--- src/rtl/snes_pad_poller_pkg.sv ---
// Shared types and constants for the SNES pad poller: FSM states, button bit
// indices and the frame layout of the serial pad word.
package snes_pad_poller_pkg;

  localparam int unsigned FRAME_BITS   = 17;
  localparam int unsigned PRESENCE_BIT = 16;

  typedef enum logic [2:0] {
    ST_IDLE,
    ST_LATCH,
    ST_WAIT0,
    ST_CLK_LO,
    ST_CLK_HI,
    ST_DONE
  } state_e;

  typedef enum int unsigned {
    BTN_B     = 0,
    BTN_Y     = 1,
    BTN_SEL   = 2,
    BTN_START = 3,
    BTN_UP    = 4,
    BTN_DOWN  = 5,
    BTN_LEFT  = 6,
    BTN_RIGHT = 7,
    BTN_A     = 8,
    BTN_X     = 9,
    BTN_L     = 10,
    BTN_R     = 11
  } btn_idx_e;

  // Wire word is active-low; an absent pad reports no buttons at all.
  function automatic logic [15:0] decode_buttons(input logic [FRAME_BITS-1:0] shift);
    decode_buttons = shift[PRESENCE_BIT] ? '0 : ~shift[15:0];
  endfunction

endpackage

--- src/rtl/snes_pad_poller_pad_sync_shift.sv ---
// Per-pad input path: 2-flop synchronizer on the serial data line feeding a
// 17-bit shift register; the first sample taken ends up in bit 0.
module pad_sync_shift
  import snes_pad_poller_pkg::*;
(
  input  logic                  clk_i,
  input  logic                  rst_ni,
  input  logic                  data_i,
  input  logic                  sample_i,
  output logic [FRAME_BITS-1:0] shift_o
);

  logic                  meta_q;
  logic                  sync_q;
  logic [FRAME_BITS-1:0] shift_q;
  logic [FRAME_BITS-1:0] shift_d;

  always_comb begin
    shift_d = shift_q;
    if (sample_i) begin
      shift_d = {sync_q, shift_q[FRAME_BITS-1:1]};
    end
  end

  always_ff @(posedge clk_i or negedge rst_ni) begin
    if (!rst_ni) begin
      meta_q  <= 1'b1;
      sync_q  <= 1'b1;
      shift_q <= '1;
    end else begin
      meta_q  <= data_i;
      sync_q  <= meta_q;
      shift_q <= shift_d;
    end
  end

  assign shift_o = shift_q;

endmodule

--- src/rtl/snes_pad_poller.sv ---
// Polls two SNES-style pads over shared latch/clock lines and publishes
// frame-consistent, active-high button words with presence flags.
module snes_pad_poller
  import snes_pad_poller_pkg::*;
#(
  parameter int unsigned HALF_CYCLES = 300,
  parameter int unsigned POLL_CYCLES = 833333
) (
  input  logic        clock,
  input  logic        reset_n,
  input  logic        enable,
  input  logic        poll_req,
  input  logic [1:0]  pad_data,
  output logic        pad_latch,
  output logic        pad_clk,
  output logic        poll_busy,
  output logic [15:0] p1_buttons,
  output logic [15:0] p2_buttons,
  output logic        p1_present,
  output logic        p2_present,
  output logic        buttons_valid
);

  localparam int unsigned CNT_W = $clog2(2 * HALF_CYCLES);
  localparam int unsigned TMR_W = $clog2(POLL_CYCLES);
  localparam logic [CNT_W-1:0] LATCH_LAST = CNT_W'(2 * HALF_CYCLES - 1);
  localparam logic [CNT_W-1:0] HALF_LAST  = CNT_W'(HALF_CYCLES - 1);
  localparam logic [TMR_W-1:0] TMR_LAST   = TMR_W'(POLL_CYCLES - 1);
  localparam logic [4:0]       LAST_BIT   = 5'(FRAME_BITS - 1);

  state_e           state_q, state_d;
  logic [CNT_W-1:0] cnt_q, cnt_d;
  logic [4:0]       bit_q, bit_d;
  logic [TMR_W-1:0] timer_q, timer_d;
  logic             pending_q, pending_d;
  logic [15:0]      p1_q, p1_d, p2_q, p2_d;
  logic             pres1_q, pres1_d, pres2_q, pres2_d;
  logic             valid_q, valid_d;

  logic                  timer_wrap;
  logic                  start;
  logic                  cnt_last;
  logic                  sample_en;
  logic [FRAME_BITS-1:0] shift1, shift2;

  pad_sync_shift u_pad1 (
    .clk_i    (clock),
    .rst_ni   (reset_n),
    .data_i   (pad_data[0]),
    .sample_i (sample_en),
    .shift_o  (shift1)
  );

  pad_sync_shift u_pad2 (
    .clk_i    (clock),
    .rst_ni   (reset_n),
    .data_i   (pad_data[1]),
    .sample_i (sample_en),
    .shift_o  (shift2)
  );

  always_ff @(posedge clock or negedge reset_n) begin
    if (!reset_n) begin
      state_q   <= ST_IDLE;
      cnt_q     <= '0;
      bit_q     <= '0;
      timer_q   <= '0;
      pending_q <= 1'b0;
      p1_q      <= '0;
      p2_q      <= '0;
      pres1_q   <= 1'b0;
      pres2_q   <= 1'b0;
      valid_q   <= 1'b0;
    end else begin
      state_q   <= state_d;
      cnt_q     <= cnt_d;
      bit_q     <= bit_d;
      timer_q   <= timer_d;
      pending_q <= pending_d;
      p1_q      <= p1_d;
      p2_q      <= p2_d;
      pres1_q   <= pres1_d;
      pres2_q   <= pres2_d;
      valid_q   <= valid_d;
    end
  end

  assign timer_wrap = enable && (timer_q == TMR_LAST);
  assign start      = timer_wrap || poll_req;
  assign cnt_last   = (state_q == ST_LATCH) ? (cnt_q == LATCH_LAST) : (cnt_q == HALF_LAST);

  always_comb begin
    state_d   = state_q;
    cnt_d     = cnt_q + 1'b1;
    bit_d     = bit_q;
    timer_d   = '0;
    pending_d = pending_q;
    p1_d      = p1_q;
    p2_d      = p2_q;
    pres1_d   = pres1_q;
    pres2_d   = pres2_q;
    valid_d   = (state_q == ST_DONE);

    if (enable && !timer_wrap) begin
      timer_d = timer_q + 1'b1;
    end

    // A start outside IDLE is remembered once; IDLE launches and clears it.
    if (state_q == ST_IDLE) begin
      pending_d = 1'b0;
    end else if (start) begin
      pending_d = 1'b1;
    end

    case (state_q)
      ST_IDLE: begin
        cnt_d = '0;
        if (start || pending_q) begin
          state_d = ST_LATCH;
        end
      end
      ST_LATCH: begin
        if (cnt_last) begin
          state_d = ST_WAIT0;
          cnt_d   = '0;
        end
      end
      ST_WAIT0: begin
        if (cnt_last) begin
          state_d = ST_CLK_LO;
          cnt_d   = '0;
          bit_d   = 5'd1;
        end
      end
      ST_CLK_LO: begin
        if (cnt_last) begin
          state_d = ST_CLK_HI;
          cnt_d   = '0;
        end
      end
      ST_CLK_HI: begin
        if (cnt_last) begin
          cnt_d = '0;
          if (bit_q == LAST_BIT) begin
            state_d = ST_DONE;
          end else begin
            state_d = ST_CLK_LO;
            bit_d   = bit_q + 5'd1;
          end
        end
      end
      ST_DONE: begin
        state_d = ST_IDLE;
        cnt_d   = '0;
        p1_d    = decode_buttons(shift1);
        p2_d    = decode_buttons(shift2);
        pres1_d = ~shift1[PRESENCE_BIT];
        pres2_d = ~shift2[PRESENCE_BIT];
      end
      default: begin
        state_d = ST_IDLE;
        cnt_d   = '0;
      end
    endcase
  end

  always_comb begin
    pad_latch = (state_q == ST_LATCH);
    pad_clk   = (state_q != ST_CLK_LO);
    poll_busy = (state_q != ST_IDLE);
    sample_en = ((state_q == ST_WAIT0) || (state_q == ST_CLK_HI)) && (cnt_q == HALF_LAST);
  end

  assign p1_buttons    = p1_q;
  assign p2_buttons    = p2_q;
  assign p1_present    = pres1_q;
  assign p2_present    = pres2_q;
  assign buttons_valid = valid_q;

endmodule
--- config.mk ---
export PLATFORM = sky130hd
export DESIGN_NAME = snes_pad_poller
export DESIGN_NICKNAME = d
export VERILOG_FILES = /design/src/rtl/snes_pad_poller_pkg.sv /design/src/rtl/snes_pad_poller_pad_sync_shift.sv /design/src/rtl/snes_pad_poller.sv
export SDC_FILE = /design/constraint.sdc
export NUM_CORES = 1
export LEC_CHECK = 0
export CORE_ASPECT_RATIO = 0.75
export CORE_MARGIN = 10
export CORE_UTILIZATION = 55
export DETAILED_ROUTE_END_ITERATION = 8
export GPL_ROUTABILITY_DRIVEN = 1
export PLACE_DENSITY = 0.89
export SLEW_MARGIN = 20
export SYNTH_ARGS = -nofsm -noshare
export SYNTH_HDL_FRONTEND = slang
export SYNTH_SLANG_ARGS = --single-unit
--- constraint.sdc ---
create_clock -name clock -period 5.25 [get_ports clock]
set_input_delay 1.05 -clock clock [delete_from_list [all_inputs] [get_ports clock]]
set_output_delay 1.05 -clock clock [all_outputs]
set_load 0.05 [all_outputs]
Yosys cells after proc, flatten, opt, wreduce, memory -nomap -nowiden --
Index checks and enable logic that the tools add are counted.
Cells by class: bitwise operators 4, reduce and logical (&&, ||, !) cells 14, $add $sub $neg 3, equal/unequal tests 16, multiplexer cells 19
Operators by type and width (count):
- 16-bit two-way mux | 2
- 16-bit inverter | 2
- 20-bit by 1-bit adder with 20-bit output (second input constant) | 1
- 20-bit equality test (second input constant) | 1
- 10-bit two-way mux | 2
- 20-bit two-way mux | 1
- 3-bit two-way mux | 6
- 5-bit two-way mux | 3
- 3-bit case mux with 5 select lines | 1
- 10-bit by 1-bit adder with 10-bit output (second input constant) | 1
- 10-bit equality test (second input constant) | 1
- 10-bit by 9-bit equality test with 1-bit output (second input constant) | 1
- 5-bit case mux with 2 select lines | 1
- 2-bit != test (second input constant) | 4
- 3-bit by 2-bit equality test with 1-bit output (second input constant) | 2
- 3-bit equality test (second input constant) | 2
- 5-bit by 1-bit adder with 5-bit output (second input constant) | 1
- 5-bit equality test (second input constant) | 1
- 5-bit AND reduction | 1
- 2-bit by 1-bit != test with 1-bit output (second input constant) | 2
- 4-bit AND reduction | 1
- 2-bit nonzero test | 2
- 4-bit OR reduction | 1
- 3-bit by 1-bit equality test with 1-bit output (second input constant) | 1
- other kinds (8) | 15
Storage, ports and cells: flip-flop bits (word level) 112, word-level logic and storage cells 72, input bits 6, output and inout port bits 38

Logic depth before layout (Yosys ltp) --
Gate-level depths: netlist of run 1.
depth in word-level cells 6, mapped depth 7, mapped depth without buffers 6

Hierarchy --
Synthesis of run 1 repeated with hierarchy kept, for this count alone.
Second synthesis, totals: cells, all modules 421, area total of the unflattened synthesis 5006.1 um^2
Modules (own cells, without submodules):
- snes_pad_poller | instances 1, seq. area each 1851.8 um^2, area each 3487.1 um^2, cells an instance 345
- pad_sync_shift | instances 2, seq. area each 499.2 um^2, area each 759.5 um^2, cells an instance 38

Worst setup path after synthesis of run 1 --
No wires, ideal clock.
path kind register -> output, from reg state_q[1], to out pad_latch, slack 2871 ps, buffers on the path 1, data arrival time 1329 ps, cell stages (with the launch flop) 4, data required time 4200 ps, cell sequence dfrtp_1 > clkbuf_1 > or3b_2 > inv_1
On the way: cells in the longest elaborated chain, start to end 1
Ends and longest elaborated chain:
- start, declared | line snes_pad_poller.sv:31 | state_e state_q, state_d;
- start signal, assigned | line snes_pad_poller.sv:75 | state_q <= state_d;
- 3-bit by 1-bit equality test with 1-bit output | line snes_pad_poller.sv:168 | pad_latch = (state_q == ST_LATCH);
- end, declared | line snes_pad_poller.sv:14 | output logic pad_latch,
No other way between the ends.

Final worst setup path of run 1 --
from reg state_q[0], to out pad_latch
Same word-level chain as after synthesis.

==> results of run 1 <==
## cells by family after synthesis
logic type | Yosys count | synth area share [%]
muxes | 35 | 8.10
DFF | 112 | 58.8
xor gates and xnor gates | 21 | 3.79
adders and majority gates | 5 | 1.29
buffers and inverters | 34 | 2.76
AOI/OAI and AO/OA | 65 | 9.49
and+or+nand+nor | 149 | 15.8
## worst max-delay path, cell delays in order (launching register included)
cell,delay [ns]
dfrtp_1,0.64
or3b_2,0.51
inv_1,0.06
clkdlybuf4s50_1,0.80
## flip-flops by register name, summed over array words and instances, names as in the netlist
| signal | count |
|---|---|
| bit_q | 5 |
| p1_present | 1 |
| state_q | 3 |
| u_pad1.sync_q | 1 |
| u_pad2.shift_o | 17 |
| cnt_q | 10 |
| p1_buttons | 16 |
| buttons_valid | 1 |
| u_pad2.sync_q | 1 |
| u_pad1.shift_o | 17 |
| p2_present | 1 |
| p2_buttons | 16 |
| timer_q | 20 |
| u_pad2.meta_q | 1 |
| pending_q | 1 |
| u_pad1.meta_q | 1 |
## synth_stat cells (all sizes together) (4+ instances only)
library cell / number
xor2: 4
nor4: 6
o21ai: 8
or4: 5
a21oi: 6
nand4: 7
dfrtp: 74
nor2b: 4
or3: 9
a31oi: 4
o31ai: 39
ha: 5
nand3: 13
buf: 8
mux2: 34
nand2: 46
dfstp: 38
inv: 12
nor2: 33
xnor2: 17
nor3: 7
clkbuf: 14
## power groups by stage
| stage | combinational, mW | sequential [mW] | clock [mW] |
|---|---|---|---|
| floorplan | 0.00695 | 0.886 | 0 |
| global placement | 0.0285 | 0.886 | 0 |
| detailed placement | 0.0294 | 0.887 | 0 |
| CTS | 0.0296 | 0.871 | 0.706 |
| global route | 0.0332 | 0.871 | 0.737 |
| finish | 0.0281 | 0.871 | 0.690 |
## path summary, 6_finish.rpt
| path | from | endpoint | slack, ns |
|---|---|---|---|
| max in group asynchronous | reset_n | p1_buttons[1] | 3.38 |
| setup reg to reg | cnt_q[0] | cnt_q[7] | 2.90 |
| hold reg to reg | u_pad2.meta_q | u_pad2.sync_q | 0.36 |
| hold / removal | u_pad2.meta_q | u_pad2.sync_q | 0.36 |
| min in group asynchronous | reset_n | p1_buttons[6] | 0.76 |
| setup / recovery | state_q[0] | pad_latch | 1.84 |
## through the flow
| stage | setup WS [ns] | total power, mW | cell area (um2) |
|---|---|---|---|
| 4_1_cts | 1.85 | 1.61 | 5660 |
| 5_1_grt | 1.76 | 1.64 | 5660 |
| 2_1_floorplan | 2.87 | 0.893 | 4850 |
| 3_5_place_dp | 2.24 | 0.916 | 5350 |
| 3_3_place_gp | 2.28 | 0.915 | 5350 |
| 6_report | 1.84 | 1.59 | 5660 |
## layer usage
| metal | up-vias | track usage, % |
|---|---|---|
| met5 | - | 0 |
| met4 | 0 | 4.23 |
| met3 | 10 | 4.33 |
| met2 | 61 | 24.9 |
| met1 | 1623 | 17.8 |
| li1 | 1576 | - |
## layout make-up
class	instances	area, um2
flip-flops and latches	112	2850
clock inverters	5	45.0
clock buffers	11	264
inverters	12	45.0
multi-input cells	275	1870
fillers	621	2860
repair buffers	46	450
well taps	108	135
==> run summary, run 1 <==
drt drc - 0
Sink Count - 112
PostCTS Resize Cnt - 0
TritonCTS clock tree - built
Int Pwr - 1.25 mW
Clock power frac - 43.4%
most frequent cells in the layout - dfrtp_1, nand2_1, clkdlybuf4s50_1
Net Count, Synth - 432
Mean Syn Cell Area - 11.5 um2
Final Critical Period - 3.41 ns
HPWL Detailed - 6.23 mm
GR Util All Layers - 14.6%
post-route ant nets - 0
Cell Pwr Density - 280 nW/um2
WL met2 - 4.75 mm
share of layout cells above drive strength 1 - 21.7%
vias in the first global route - 3207
Async S/R FF share, synth - 100%
fmax - 293 MHz
synthesis-to-finish area growth - 16.8%
Critical Path AT - 2.36 ns
Hold Crit Depth - 0
Synth Warn # - 0
crit-path max FO - 16
Comb pwr share - 1.8%
placed cells - 553
Clock H-tree levels - 3
period utilization - 64.9%
Mapped Area - 4850 um2
Post-synth EDFFs - 0
Main synth FF type - dfrtp_1
startpoint type of the worst setup path - register
sequential share of the synthesized area - 58.8%
CTS Root Cell - clkbuf_16
DIE AREA - 13000 um2
RSZ-0062 raised after global routing - no
Setup Buffers After CTS - 0
Req. time, crit path - 4.20 ns
#FFs+latches synth - 112
max cap viols - 0
Clock Path Buffers - 2
Post-Route M1 WL - 4.04 mm
Yosys top cell area share - 38.2%
run status - finished, final reports clean
antenna violations before repair - 0
number of diodes - 0
Hold Vio Cnt, Final - 0
final non-filler cell total - 569
Switching Share - 21.5%
largest net degree at the start of global routing - 70
commonest non-fill, non-tap cell in the layout - dfrtp_1
worst setup path class - register to output port
worst-margin pin slew - 1.04 ns
met3 WL - 411 um
Max Slew Vio Count - 0
clk_skew - 0.00684 ns
total CTS buffers - 9
critical path endpoint category - output port
cells after synthesis - 421
GRT overflow - 0
first-pass GRT wire length - 15.6 mm
Die Ht - 101 um
Flop pwr share - 54.8%
Worst slew margin - 30.3%
DR WL/cell - 16.4 um
area leader, netlist - dfrtp_1
Tightest Hold Check Type - register to register
drt first pass iters - 6
VDD IR max - 0.254 mV
R2R depth - 5
Yosys cell types - 49
core area - 8530 um2
drt total wl - 9.31 mm
Util after Layout - 66.4%
DR vias - 3270
Top Metal Used - met4
# setup viols final - 0
Initial Util - 56.9%
IO Port Bufs - 43
Switch Pwr - 0.342 mW
Worst-path clk slew - 0.07 ns
Static Leak - 2.33 nW
routability cong. - 0.806
final net count - 467
vias per inst - 5.75
die width - 128 um
row cnt - 29
CTS Hold Bufs - 0
DR iter-0 viols - 243
setup TNS - 0 ns
WHS - 0.358 ns
Synth area leaders - dfrtp_1, dfstp_2, mux2_2
worst skew pair latency - 0.35 ns
I/O pin cnt - 44
No activity file was read; power rests on OpenSTA's default activity.
==> run 2, diff against run 1 <==
--- a/config.mk
+++ b/config.mk
@@ -7,10 +7,10 @@
 export LEC_CHECK = 0
 export CORE_ASPECT_RATIO = 0.75
 export CORE_MARGIN = 10
-export CORE_UTILIZATION = 55
+export CORE_UTILIZATION = 52
 export DETAILED_ROUTE_END_ITERATION = 8
 export GPL_ROUTABILITY_DRIVEN = 1
-export PLACE_DENSITY = 0.89
+export PLACE_DENSITY = 0.88
 export SLEW_MARGIN = 20
 export SYNTH_ARGS = -nofsm -noshare
 export SYNTH_HDL_FRONTEND = slang
==> constraint.sdc (replaced) <==
create_clock -name clock -period 3 [get_ports clock]
set_input_delay 0.6 -clock clock [delete_from_list [all_inputs] [get_ports clock]]
set_output_delay 0.6 -clock clock [all_outputs]
set_load 0.05 [all_outputs]
==> run 2 against run 1 <==
- sequential power up 75%
- register-to-register slack worse by 2.0 ns
- setup slack worse by 1.6 ns
- hold slack worse by 0.098 ns
- non-clock buffer count up 4
- combinational power up 85%
- core utilization down 3.7 points
- critical endpoint unchanged
- largest cell class unchanged
- highest routed layer unchanged
==> run summary, run 2 (synthesized netlist as in run 1, its figures left out) <==
global routing usage on met1 - 17.2%
VDD IR max - 0.325 mV
most used routing layer - met2
IO Port Bufs - 43
Post-DP Area - 5420 um2
multi-input logic area - 1870 um2
Clock power frac - 41.5%
Critical Path AT - 2.20 ns
worst reg2reg path endpoint - state_q[0]
drt drc - 0
startpoint type of the worst setup path - register
Setup crit end - pad_latch
RSZ-0062 raised after global routing - no
# setup viols final - 0
most frequent cells in the layout - dfrtp_1, nand2_1, clkdlybuf4s50_1
PostCTS Resize Cnt - 0
CTS Root Cell - clkbuf_16
Buf/Inv on CP - 2
GRT overflow - 0
Final Critical Period - 2.80 ns
Setup crit start - state_q[1]
die width - 132 um
synthesis-to-finish area growth - 17.5%
max cap viols - 0
worst setup path class - register to output port
Clock H-tree levels - 3
DR WL/cell - 15.9 um
clk_skew - 0.00936 ns
fmax - 358 MHz
drt first pass iters - 4
GR Util All Layers - 13.9%
Util after Layout - 62.8%
critical path endpoint category - output port
vias in the first global route - 3218
Crit-path slowest cell - clkdlybuf4s50_1
first-pass GRT wire length - 16.0 mm
r2r setup slk - 0.90 ns
Clock Path Buffers - 2
TritonCTS clock tree - built
Int Pwr - 2.13 mW
WP depth - 3
kind of cell adding the most delay to the critical path - buffers and inverters
crit path cell chain - or3b_2, inv_1, clkdlybuf4s50_1
WHS - 0.260 ns
DIE AREA - 13600 um2
DR vias - 3294
Cell Pwr Density - 473 nW/um2
Worst-path clk slew - 0.07 ns
run status - finished, final reports clean
Static Leak - 2.34 nW
worst skew pair latency - 0.35 ns
number of diodes - 0
Max Slew Vio Count - 0
Worst slew margin - 59.3%
worst-margin pin slew - 0.611 ns
setup TNS - 0 ns
final net count - 471
vias per inst - 5.55
Sink Count - 112
HPWL Detailed - 6.38 mm
Most flops, register - timer_q
Final Cell Area - 5700 um2
max incr delay on CP - 0.79 ns
M3 GR Usage - 3.57%
commonest non-fill, non-tap cell in the layout - dfrtp_1
worst reg2reg startpoint - timer_q[11]
Setup Buffers After CTS - 0
core area - 9080 um2
DR iter-0 viols - 218
crit-path max FO - 11
fillers - 696
Switch Pwr - 0.569 mW
largest net degree at the start of global routing - 66
I/O pin cnt - 44
total CTS buffers - 9
max FFs per register - 20
drt total wl - 9.42 mm
FF/Latch Area - 2850 um2
Hold Vio Cnt, Final - 0
Switching Share - 21.1%
Comb pwr share - 1.9%
CTS Hold Bufs - 0
row cnt - 30
R2R depth - 4
Initial Util - 53.4%
Die Ht - 104 um
Req. time, crit path - 2.40 ns
Pwr Total - 2.70 mW
antenna violations before repair - 0
post-route ant nets - 0
Tightest Hold Check Type - primary input to async pin
met2 usage - 23.3%
share of layout cells above drive strength 1 - 22.2%
period utilization - 93.2%
routability cong. - 0.906
Flop pwr share - 56.5%
[run 2: power groups by stage]
stage | clock network (mW) | logic [mW] | registers, mW
2_1_floorplan | 0 | 0.0122 | 1.55
3_3_place_gp | 0 | 0.0523 | 1.55
3_5_place_dp | 0 | 0.0544 | 1.55
4_1_cts | 1.15 | 0.0546 | 1.52
5_1_grt | 1.21 | 0.0606 | 1.53
6_report | 1.12 | 0.0520 | 1.52
[run 2: worst min path at each step]
| stage | startpoint | to | slack, ns |
|---|---|---|---|
| final | reset_n | p1_buttons[5] | 0.26 |
| after global routing | reset_n | p1_buttons[6] | 0.31 |
| after CTS | reset_n | p1_buttons[5] | 0.28 |
| after detailed placement | u_pad1.meta_q | u_pad1.sync_q | 0.35 |
| after global placement | u_pad2.meta_q | u_pad2.sync_q | 0.35 |
| after floorplan | reset_n | bit_q[0] | 0.30 |
[run 2: final cells by class]
type,count,share of cell area (%)
clock buffer,11,4.26
clock inverter,5,0.702
inverter,12,0.790
multi-input combinational,275,32.8
sequential,112,50.0
tap,128,2.81
timing repair buffer,50,8.65
[run 2: per-layer routing]
| metal | wire [um] | share of wire [%] | up-vias |
|---|---|---|---|
| met4 | 114 | 1.2 | 0 |
| met5 | 0 | 0 | - |
| met2 | 4820 | 51 | 54 |
| li1 | - | - | 1578 |
| met1 | 4160 | 44 | 1653 |
| met3 | 331 | 3.5 | 9 |
[run 2: metrics by stage]
stage / setup WS, ns / instances
6_report: 0.203 / 593
2_1_floorplan: 0.990 / 421
5_1_grt: 0.128 / 593
3_5_place_dp: 0.563 / 577
3_3_place_gp: 0.594 / 577
4_1_cts: 0.182 / 593
